**src/rtl/issue_queue_pkg.sv**
```systemverilog
// Shared constants and types for the dual-lane issue queue between decode and issue.
package issue_queue_pkg;

   localparam int unsigned IQ_DEPTH  = 8;
   localparam int unsigned IQ_DATA_W = 64;
   localparam int unsigned IQ_PTR_W  = $clog2(IQ_DEPTH);

   typedef struct packed {
      logic [IQ_DATA_W-1:0] payload;
   } iq_entry_t;

   typedef logic [IQ_PTR_W-1:0] iq_ptr_t;
   typedef logic [IQ_PTR_W:0]   iq_cnt_t;

   function automatic logic [1:0] laneCount(input logic [1:0] valid);
      return {1'b0, valid[0]} + {1'b0, valid[1]};
   endfunction

endpackage

```
**src/rtl/issue_queue_if.sv**
```systemverilog
// Decode/hazard/issue-facing signal bundle of the issue queue.
interface issue_queue_if #(
   parameter int unsigned DATA_W = 64
);
   logic [1:0]             in_valid;
   logic [1:0][DATA_W-1:0] in_data;
   logic                   stall;
   logic                   flush;
   logic [1:0]             deq_num;
   logic [1:0]             out_valid;
   logic [1:0][DATA_W-1:0] out_data;
   logic                   overflow;
   logic                   empty;

   modport master (
      output in_valid, in_data, stall, flush, deq_num,
      input  out_valid, out_data, overflow, empty
   );

   modport slave (
      input  in_valid, in_data, stall, flush, deq_num,
      output out_valid, out_data, overflow, empty
   );
endinterface

```
**src/rtl/issue_queue_ram.sv**
```systemverilog
// Entry storage: two write ports at tail/tail+1, two asynchronous read ports at head/head+1.
module issue_queue_ram #(
   parameter int unsigned DEPTH  = 8,
   parameter int unsigned DATA_W = 64,
   parameter int unsigned ADDR_W = $clog2(DEPTH)
) (
   input  logic              clk,
   input  logic              we0,
   input  logic [ADDR_W-1:0] waddr0,
   input  logic [DATA_W-1:0] wdata0,
   input  logic              we1,
   input  logic [ADDR_W-1:0] waddr1,
   input  logic [DATA_W-1:0] wdata1,
   input  logic [ADDR_W-1:0] raddr0,
   output logic [DATA_W-1:0] rdata0,
   input  logic [ADDR_W-1:0] raddr1,
   output logic [DATA_W-1:0] rdata1
);

   logic [DATA_W-1:0] mem [DEPTH];

   // Write addresses always differ when both ports fire (tail vs tail+1).
   always_ff @(posedge clk) begin
      if (we0) mem[waddr0] <= wdata0;
      if (we1) mem[waddr1] <= wdata1;
   end

   assign rdata0 = mem[raddr0];
   assign rdata1 = mem[raddr1];

endmodule

```
**src/rtl/issue_queue.sv**
```systemverilog
// Circular dual-lane FIFO between decode and issue; presents the two oldest entries to issue.
module issue_queue
   import issue_queue_pkg::*;
#(
   parameter int unsigned DEPTH  = IQ_DEPTH,
   parameter int unsigned DATA_W = IQ_DATA_W
) (
   input  logic         clk,
   input  logic         reset,
   issue_queue_if.slave q
);

   localparam int unsigned PtrW = $clog2(DEPTH);
   localparam int unsigned CntW = PtrW + 1;

   logic [PtrW-1:0]   headQ, headD, tailQ, tailD;
   logic [CntW-1:0]   countQ, countD;
   logic              accept;
   logic [1:0]        enqN, deqReq, deqN;
   logic              we0, we1;
   logic [DATA_W-1:0] wdata0;

   assign q.out_valid = {countQ >= CntW'(2), countQ >= CntW'(1)};
   assign q.overflow  = countQ >= CntW'(DEPTH - 1);
   assign q.empty     = countQ == '0;

   assign accept = !q.overflow && !q.flush;
   assign enqN   = accept ? laneCount(q.in_valid) : 2'd0;

   // Compact valid lanes so the oldest valid payload always lands at tail.
   assign we0    = accept && (q.in_valid != 2'b00);
   assign we1    = accept && (q.in_valid == 2'b11);
   assign wdata0 = q.in_valid[0] ? q.in_data[0] : q.in_data[1];

   assign deqReq = (q.deq_num == 2'd3) ? 2'd2 : q.deq_num;

   always_comb begin
      deqN = 2'd0;
      if (!q.stall && !q.flush) begin
         deqN = (CntW'(deqReq) > countQ) ? countQ[1:0] : deqReq;
      end
   end

   assign headD  = headQ + PtrW'(deqN);
   assign tailD  = tailQ + PtrW'(enqN);
   assign countD = countQ + CntW'(enqN) - CntW'(deqN);

   always_ff @(posedge clk) begin
      if (reset || q.flush) begin
         headQ  <= '0;
         tailQ  <= '0;
         countQ <= '0;
      end else begin
         headQ  <= headD;
         tailQ  <= tailD;
         countQ <= countD;
      end
   end

   issue_queue_ram #(
      .DEPTH  (DEPTH),
      .DATA_W (DATA_W),
      .ADDR_W (PtrW)
   ) u_iq_ram (
      .clk    (clk),
      .we0    (we0),
      .waddr0 (tailQ),
      .wdata0 (wdata0),
      .we1    (we1),
      .waddr1 (tailQ + PtrW'(1)),
      .wdata1 (q.in_data[1]),
      .raddr0 (headQ),
      .rdata0 (q.out_data[0]),
      .raddr1 (headQ + PtrW'(1)),
      .rdata1 (q.out_data[1])
   );

endmodule

```
**src/flat_wrapper.sv**
```systemverilog
// flat-port wrapper written by rule: the top's interface ports become plain ports
module issue_queue_flat import issue_queue_pkg::*;
#(
   parameter int unsigned DEPTH  = IQ_DEPTH,
   parameter int unsigned DATA_W = IQ_DATA_W
)
  (clk, reset, q_in_valid, q_in_data, q_stall, q_flush, q_deq_num, q_out_valid, q_out_data, q_overflow, q_empty);
  issue_queue_if #(.DATA_W(DATA_W)) q_i ();
  input  logic clk;
  input  logic reset;
  input wire logic [$bits(q_i.in_valid)-1:0] q_in_valid;
  input wire logic [$bits(q_i.in_data)-1:0] q_in_data;
  input wire logic [$bits(q_i.stall)-1:0] q_stall;
  input wire logic [$bits(q_i.flush)-1:0] q_flush;
  input wire logic [$bits(q_i.deq_num)-1:0] q_deq_num;
  output wire logic [$bits(q_i.out_valid)-1:0] q_out_valid;
  output wire logic [$bits(q_i.out_data)-1:0] q_out_data;
  output wire logic [$bits(q_i.overflow)-1:0] q_overflow;
  output wire logic [$bits(q_i.empty)-1:0] q_empty;
  assign q_i.in_valid = q_in_valid;
  assign q_i.in_data = q_in_data;
  assign q_i.stall = q_stall;
  assign q_i.flush = q_flush;
  assign q_i.deq_num = q_deq_num;
  assign q_out_valid = q_i.out_valid;
  assign q_out_data = q_i.out_data;
  assign q_overflow = q_i.overflow;
  assign q_empty = q_i.empty;
  issue_queue #(.DEPTH(DEPTH), .DATA_W(DATA_W)) u_core (.clk(clk), .reset(reset), .q(q_i));
endmodule
```
**config.mk**
```make
export PLATFORM = sky130hd
export DESIGN_NAME = issue_queue_flat
export DESIGN_NICKNAME = d
export VERILOG_FILES = /design/src/rtl/issue_queue_pkg.sv /design/src/rtl/issue_queue_if.sv /design/src/rtl/issue_queue_ram.sv /design/src/rtl/issue_queue.sv /design/src/flat_wrapper.sv
export SDC_FILE = /design/constraint.sdc
export NUM_CORES = 1
export LEC_CHECK = 0
export CAP_MARGIN = 20
export CORE_MARGIN = 2
export CORE_UTILIZATION = 55
export DETAILED_ROUTE_END_ITERATION = 8
export PLACE_DENSITY = 0.86
export SKIP_LAST_GASP = 1
export SYNTH_ARGS = -nofsm -noshare
export SYNTH_HDL_FRONTEND = slang
export SYNTH_HIERARCHICAL = 1
export SYNTH_SLANG_ARGS = --single-unit
```
**constraint.sdc**
```tcl
create_clock -name clk -period 11.8 [get_ports clk]
set_clock_uncertainty 0.05 [all_clocks]
set_input_delay 1.18 -clock clk [delete_from_list [all_inputs] [get_ports clk]]
set_output_delay 1.18 -clock clk [all_outputs]
set_load 0.05 [all_outputs]
```
Yosys cells after proc, flatten, opt, wreduce, memory -nomap -nowiden
Memories as Yosys holds them, arrays and structs flattened. A register that Yosys moved wholly into a read port is not among the register bits.
Index checks and enable logic that the tools add are counted.
{ "word_totals": {"ff_bits": 10, "ramBits": 512, "in_bits": 136, "out_inout_bits": 132, "word_cells": 37, "mem_count": 1} }
{ "mem_list": {"columns": ["memory", "words", "word_bits", "read_ports", "rd_ports_with_merged_regs", "write_ports", "line_no", "rtl"], "rows": [
  ["u_core.u_iq_ram.mem", 8, 64, 2, 1, 2, "issue_queue_ram.sv:20", "logic [DATA_W-1:0] mem [DEPTH];"]
]} }
{ "op_classes": {"add_sub_neg": 7, "magnitude_cmp": 4, "n_eq_ne": 2, "mux": 10, "reduce_logical": 10} }
{ "op_table": {"columns": ["cell", "count"], "rows": [
  ["two-way mux 64 bit", 1],
  ["two-way mux 2 bit", 4],
  ["adder 3 x 1 -> 3 bit (second input constant)", 2],
  ["adder 3 x 2 -> 3 bit", 2],
  ["adder 4 x 2 -> 4 bit", 1],
  ["== test 2 bit (second input constant)", 2],
  ["greater-or-equal comparator 4 x 1 -> 1 bit (second input constant)", 1],
  ["greater-or-equal comparator 4 x 2 -> 1 bit (second input constant)", 1],
  ["greater-or-equal comparator 4 x 3 -> 1 bit (second input constant)", 1],
  ["> comparator 2 x 4 -> 1 bit", 1],
  ["logical AND 1 bit", 4],
  ["zero test 4 bit", 1],
  ["two-way mux 1 bit", 4],
  ["subtractor 4 x 2 -> 4 bit", 1],
  ["zero test 1 bit", 3],
  ["two-way mux 3 bit", 1],
  ["adder 1 x 1 -> 2 bit", 1],
  ["nonzero test 2 bit", 1],
  ["logical OR 1 bit", 1]
]} }

Depth between registers and ports, before layout
Gate-level depths: netlist of the first run.
{ "depth": {"depth_word": 7, "mapped_depth": 12, "mapped_depth_nobuf": 12} }

Modules after synthesis
The synthesis of the first run kept the hierarchy.
{ "modules_own_cells": {"columns": ["module", "instances", "cells_per_inst", "area_each_um2", "seq_area_each_um2"], "rows": [
  ["issue_queue_ram", 1, 1557, 29309.4, 15374.7],
  ["issue_queue", 1, 158, 1576.5, 200.2]
]} }

Least setup slack after synthesis of the first run
OpenSTA, ideal clock, no wires.
{ "synth_path": {"path_kind": "input port to flip-flop", "start": "in q_in_valid[0]", "end": "mem u_core.u_iq_ram.mem[5][0], enable pin", "setup_ns": 0.574, "t_arrival_ns": 6.504, "required_time_ns": 11.176, "slack_ns": 4.671, "cell_stages": 7, "n_path_buf": 2, "cell_sequence": "buf_6 -> buf_6 -> inv_1 -> ha_1 -> nor2b_1 -> nand2b_1 -> o21ai_0"} }
{ "synth_lines": {"columns": ["element", "line_no", "rtl"], "rows": [
  ["from (decl)", "flat_wrapper.sv:11", "input wire logic [$bits(q_i.in_valid)-1:0] q_in_valid;"],
  ["to (decl)", "issue_queue_ram.sv:20", null]
]} }

Worst setup path in the final report of the first run
{ "layout_path": {"start": "reg u_core.headQ[0]", "end": "out q_out_data[113]"} }
{ "layout_between": {"elab_chain_len": 2} }
{ "layout_lines": {"columns": ["element", "line_no", "rtl"], "rows": [
  ["from (decl)", "issue_queue.sv:16", "logic [PtrW-1:0] headQ, headD, tailQ, tailD;"],
  ["from (signal assigned)", "issue_queue.sv:50", "headQ <= '0;"],
  ["from (signal assigned)", "issue_queue.sv:54", "headQ <= headD;"],
  ["adder 3 x 1 -> 3 bit", "issue_queue.sv:74", ".raddr1 (headQ + PtrW'(1)),"],
  ["memory read (8 x 64 bit)", null, null],
  ["to (decl)", "flat_wrapper.sv:17", "output wire logic [$bits(q_i.out_data)-1:0] q_out_data;"]
]} }
No other way between the ends.

==> flow_summary.yaml, run 1 <==
status:
  run_status: "finished clean"
synth:
  synth_mux_area_frac: 0.444
  synth_top_family_by_area: "multiplexers"
  async_reset_ff_frac: 0
  yosys_warnings: 6
  yosysSeqAreaShare: 0.504
  synth-adder-area-share: 0.00867
  synthTopCellsByCount: "mux2_2 (704), edfxtp_1 (512), mux4_2 (256)"
  ys_seq_elements: 522
  synth_fp_nets: 1870
  synth-simple-area-share: 0.00867
  synth_compound_area_frac: 0.00259
  netlist_instances: 1715
  postSynthAreaPerCell_um2: 18.0
  synth_top_cell_by_area: "edfxtp_1"
  netlist-cell-type-count: 35
  synth_xor_area_frac: 0.00142
  synthesis.area_um2: 30900
  ys.flop_type: "edfxtp_1"
  synth_edf_count: 512
  synth_area_leaders: "edfxtp_1 (50%), mux2_2 (26%), mux4_2 (19%)"
  netlist.area_leader.share: 0.498
  synth_most_common_cell: "mux2_2"
timing:
  whs_ns: 0.572
  max_freq_ghz: 0.158
  tightest_slew_ns: 1.18
  slew_headroom: 0.211
  fin_crit_sh: 0.537
  finalSetupViolations: 0
  hold_viol_final: 0
  rsz0062_at_grt: "false"
  slew_viol_final: 0
  finalCriticalPeriod_ns: 6.33
  setup-tns-final_ns: 0
clock_network:
  cts_resized: 0
  ctsHoldBuffers: 0
  clock_path_buffers: 3
  cts-buffers-inserted: 54
  cts.sinks: 522
  cts-root-buf: "clkbuf_16"
  h-tree-depth: 2
  insertion_delay_ns: 0.61
  tritoncts: "done"
  postCtsSetupBuffers: 0
  clk_pin_slew_ns: 0.06
setup_path:
  slowest_delay_ns: 0.82
  crit_chain: "buf_4 -> ha_4 -> xor2_4 -> buf_4 -> mux4_2 -> mux2_2 -> clkdlybuf4s50_1"
  crit_buf_inv: 3
  cp_max_fo: 58
  crit_top_cell: "buf_4"
  cp-end-kind: "output pin"
  critPathLaunchType: "flop"
  crit_arrival_ns: 5.10
  cpMaxStageDelayCell: "buf_4"
  worstSetupPathType: "reg2out"
  critical_path.top_delay_family: "buffers and inverters"
  crit_required_ns: 10.57
pwr:
  p_leak_uw: 0.0114
  ir_drop_mv: 0.128
  powerDensity_nw_per_um2: 131
grt:
  track_usage: 0.289
  grt_antenna_before_repair: 5
  grt-ovfl-total: 0
  grt_max_degree: 89
  first_global_vias: 19700
  grt_pass1_wl_mm: 123
layout:
  fillers: 3791
  multi_input_area_um2: 14500
  final_nets: 2097
  seqCellArea_um2: 15600
  final_area_um2: 35800
  drive_above_1_share: 0.549
  area_growth_pct: 16.0
die:
  start_util: 0.558
  rows: 86
  die_area_um2: 58100
  die_h_um: 241
  coreArea_um2: 55300
  die_x_um: 241
  ios: 268
placement:
  place_area_um2: 34100
  place_congestion: 0.768
  port-buffer-count: 267
  dp_hpwl_mm: 46.0
detailed_routing:
  drc_errors: 0
  viasPerCell: 6.72
  vias: 18400
  drtIter0Drc: 1648
  routed_wl_mm: 83.4
  wl_per_cell_um: 30.5
  final_antenna_net_count: 0
  first_pass_iters: 5
hold_path:
  hp-class: "reg2reg"
job:
  cap_violations: 0
[layer usage]
layer	GRT usage	wire length, µm	up-vias
met5	0	12	-
met4	0.0928	2370	2
met3	0.0463	6620	183
met2	0.489	42200	922
met1	0.385	32200	9644
li1	-	-	7637
[state kept, by name, summed over array words and instances (netlist names)]
| register | flops |
|---|---|
| u_core/countQ | 4 |
| u_core/headQ | 3 |
| u_core/tailQ | 3 |
| u_core/u_iq_ram/mem | 512 |
[path summary, 6_finish.rpt]
check / startpoint / endpoint / slack, ns / depth (start not counted)
worst min register to register: u_core/tailQ[2] / u_core/tailQ[2] / 0.57 / 2
worst max register to register: u_core/countQ[3] / u_core/u_iq_ram/mem[2][60] / 7.84 / 8
worst max-delay path: u_core/headQ[0] / q_out_data[113] / 5.47 / 7
worst min-delay path: u_core/tailQ[2] / u_core/tailQ[2] / 0.57 / 2
[kinds of logic (layout without fill, tap and decap cells)]
group,count (synthesis),after routing
buffers and inverters,149,418
DFF,522,522
adders and majority gates,19,19
AOI/OAI and AO/OA,12,12
and+or+nand+nor,45,45
muxes,963,963
other,0,4
xor gates and xnor gates,5,5
[cell type report]
type,count,share of cell area
antenna,4,0.000279
multi-input combinational,1044,0.405
clock buffer,76,0.0417
tap,748,0.0261
inverter,15,0.00178
clock inverter,22,0.00657
sequential,522,0.435
timing repair buffer,305,0.0831
[per-stage QoR]
| stage | util | worst slack [ns] | power, µW | instances |
|---|---|---|---|---|
| after floorplan | - | 4.67 | 2730 | 1715 |
| after global placement | 0.616 | 6.12 | 2990 | 2633 |
| after detailed placement | 0.616 | 6.08 | 3010 | 2633 |
| after CTS | 0.647 | 5.41 | 4700 | 2731 |
| after global routing | 0.648 | 5.27 | 4810 | 2736 |
| final | 0.648 | 5.47 | 4680 | 2736 |
[layout by cell type, fill, tap and decap left out, types with 5 or more instances in the layout]
cell type,instances
clkbuf_1,17
clkbuf_16,55
clkinv_1,10
nand2_1,12
edfxtp_1,512
nor2_1,8
ha_1,14
dfxtp_1,7
mux4_2,256
inv_1,14
clkdlybuf4s50_1,266
bufinv_16,5
and2_1,5
buf_4,38
mux2_2,704
[tightest hold or removal path, stage by stage, from the launching register on]
cell	delay (ns)
dfxtp_1	0.38
xnor2_1	0.16
nor2_1	0.04
[report_power, final]
group	internal [µW]	switching (µW)	leakage (µW)	total (µW)
Clock	987	713	0.000834	1700
Combinational	376	465	0.00582	840
Sequential	2110	26.0	0.00473	2140
Total	3480	1200	0.0114	4680
No activity file was read; power rests on OpenSTA's default activity.
==> inputs of run 2 (changes only) <==
--- a/config.mk
+++ b/config.mk
@@ -7,9 +7,9 @@
 export LEC_CHECK = 0
 export CAP_MARGIN = 20
 export CORE_MARGIN = 2
-export CORE_UTILIZATION = 55
+export CORE_UTILIZATION = 53
 export DETAILED_ROUTE_END_ITERATION = 8
-export PLACE_DENSITY = 0.86
+export PLACE_DENSITY = 0.87
 export SKIP_LAST_GASP = 1
 export SYNTH_ARGS = -nofsm -noshare
 export SYNTH_HDL_FRONTEND = slang
==> constraint.sdc (replaced) <==
create_clock -name clk -period 5.55 [get_ports clk]
set_clock_uncertainty 0.05 [all_clocks]
set_input_delay 0.555 -clock clk [delete_from_list [all_inputs] [get_ports clk]]
set_output_delay 0.555 -clock clk [all_outputs]
set_load 0.05 [all_outputs]
==> flow_summary.yaml, run 2 (synthesized netlist as in run 1, its figures left out) <==
layout:
  top_register: "u_core/u_iq_ram/mem"
  top_regs: "u_core/u_iq_ram/mem (512), u_core/countQ (4)"
  final_common_cell: "mux2_2"
  largest_reg_flops: 512
  multi_input_area_um2: 14500
  seqCellArea_um2: 15600
  final_cells: 2753
  area_growth_pct: 16.5
  fillers: 4045
  final_cell_mix: "mux2_2 (704), edfxtp_1 (512), clkdlybuf4s50_1 (266)"
  drive_above_1_share: 0.552
  final_util: 0.623
  final_nets: 2098
clock_network:
  cts_resized: 0
  cts-root-buf: "clkbuf_16"
  ctsHoldBuffers: 0
  cts-buffers-inserted: 54
  insertion_delay_ns: 0.60
  tritoncts: "done"
  clock_path_buffers: 3
  postCtsSetupBuffers: 0
  cts.sinks: 522
  clk_pin_slew_ns: 0.06
  h-tree-depth: 2
detailed_routing:
  wl_per_cell_um: 29.8
  routed_wl_mm: 81.9
  viasPerCell: 6.67
  vias: 18400
  final_antenna_net_count: 0
  drc_errors: 0
  drtIter0Drc: 1906
  first_pass_iters: 5
pwr:
  combPwrFrac: 0.182
  pwr-share-clk: 0.360
  sequentialPowerShare: 0.459
  p_int_uw: 7320
  swShare: 0.262
  ir_drop_mv: 0.238
  powerDensity_nw_per_um2: 275
  p_sw_uw: 2590
  p_leak_uw: 0.0114
setup_path:
  crit_arrival_ns: 4.02
  slowest_delay_ns: 0.76
  cpMaxStageDelayCell: "dfxtp_4"
  crit_chain: "ha_4 -> xor2_4 -> buf_4 -> mux4_2 -> mux2_2 -> clkdlybuf4s50_1"
  cp-end-kind: "output pin"
  crit_required_ns: 4.95
  worstSetupPathType: "reg2out"
  cp_max_fo: 50
  critPathLaunchType: "flop"
die:
  die_area_um2: 60200
  rows: 88
  start_util: 0.535
  die_h_um: 245
  coreArea_um2: 57700
  die_x_um: 245
  ios: 268
grt:
  grt_pass1_wl_mm: 122
  grt_antenna_before_repair: 4
  grt_max_degree: 130
  track_usage: 0.273
  first_global_vias: 19500
  grt-ovfl-total: 0
timing:
  hold_viol_final: 0
  timing.final.ws_setup_ns: 0.930
  max_freq_ghz: 0.216
  fin_crit_sh: 0.832
  tightest_slew_ns: 1.15
  whs_ns: 0.569
  finalCriticalPeriod_ns: 4.62
  setup-tns-final_ns: 0
  slew_viol_final: 0
  finalSetupViolations: 0
  rsz0062_at_grt: "false"
  slew_headroom: 0.231
job:
  cap_violations: 0
hold_path:
  hp-class: "reg2reg"
placement:
  place_congestion: 0.773
  port-buffer-count: 267
  dp_cells: 2650
  dp_hpwl_mm: 46.6
  dpl_worst_slack_ns: 1.46
status:
  run_status: "finished clean"
[run 2: area by class of cell]
type	count	share of cell area
inverter	15	0.00177
tap	765	0.0266
clock buffer	66	0.0388
timing repair buffer	306	0.0871
antenna	1	0.0000696
sequential	522	0.433
clock inverter	34	0.00849
multi-input combinational	1044	0.404
[run 2: metal layers]
layer  global-route usage  vias to the layer above  wire [µm]
met2                0.466                      973      41600
met4               0.0763                        6       1790
met5                    0                        -         35
met1                0.357                     9616      31300
met3               0.0531                      141       7300
li1                     -                     7624          -
[run 2: final timing paths]
check / cells past startpoint / slack, ns / startpoint / to
max: 6 / 0.93 / u_core/headQ[0] / q_out_data[69]
min: 2 / 0.57 / u_core/tailQ[2] / u_core/tailQ[2]
min reg2reg: 2 / 0.57 / u_core/tailQ[2] / u_core/tailQ[2]
max reg2reg: 8 / 1.82 / u_core/countQ[3] / u_core/u_iq_ram/mem[5][46]
[run 2: critical path: cells and delay by family (launching register included)]
kind / cells / cell delay, ns
multiplexers: 2 / 0.75
flip-flops: 1 / 0.76
XOR/XNOR: 1 / 0.17
adder cells (fa/ha/maj): 1 / 0.26
buffers and inverters: 2 / 1.39
[run 2: through the flow]
step	cell area, µm²	total power, µW
3_5_place_dp	34200	6410
4_1_cts	35900	9950
3_3_place_gp	34200	6360
5_1_grt	36000	10200
6_report	36000	9910
2_1_floorplan	30900	5810
[run 2: power groups by stage]
stage / Combinational, µW / Sequential [µW] / Clock (µW)
2_1_floorplan: 1200 / 4610 / 0
3_3_place_gp: 1740 / 4620 / 0
3_5_place_dp: 1780 / 4630 / 0
4_1_cts: 1800 / 4540 / 3610
5_1_grt: 1890 / 4550 / 3750
6_report: 1800 / 4550 / 3560
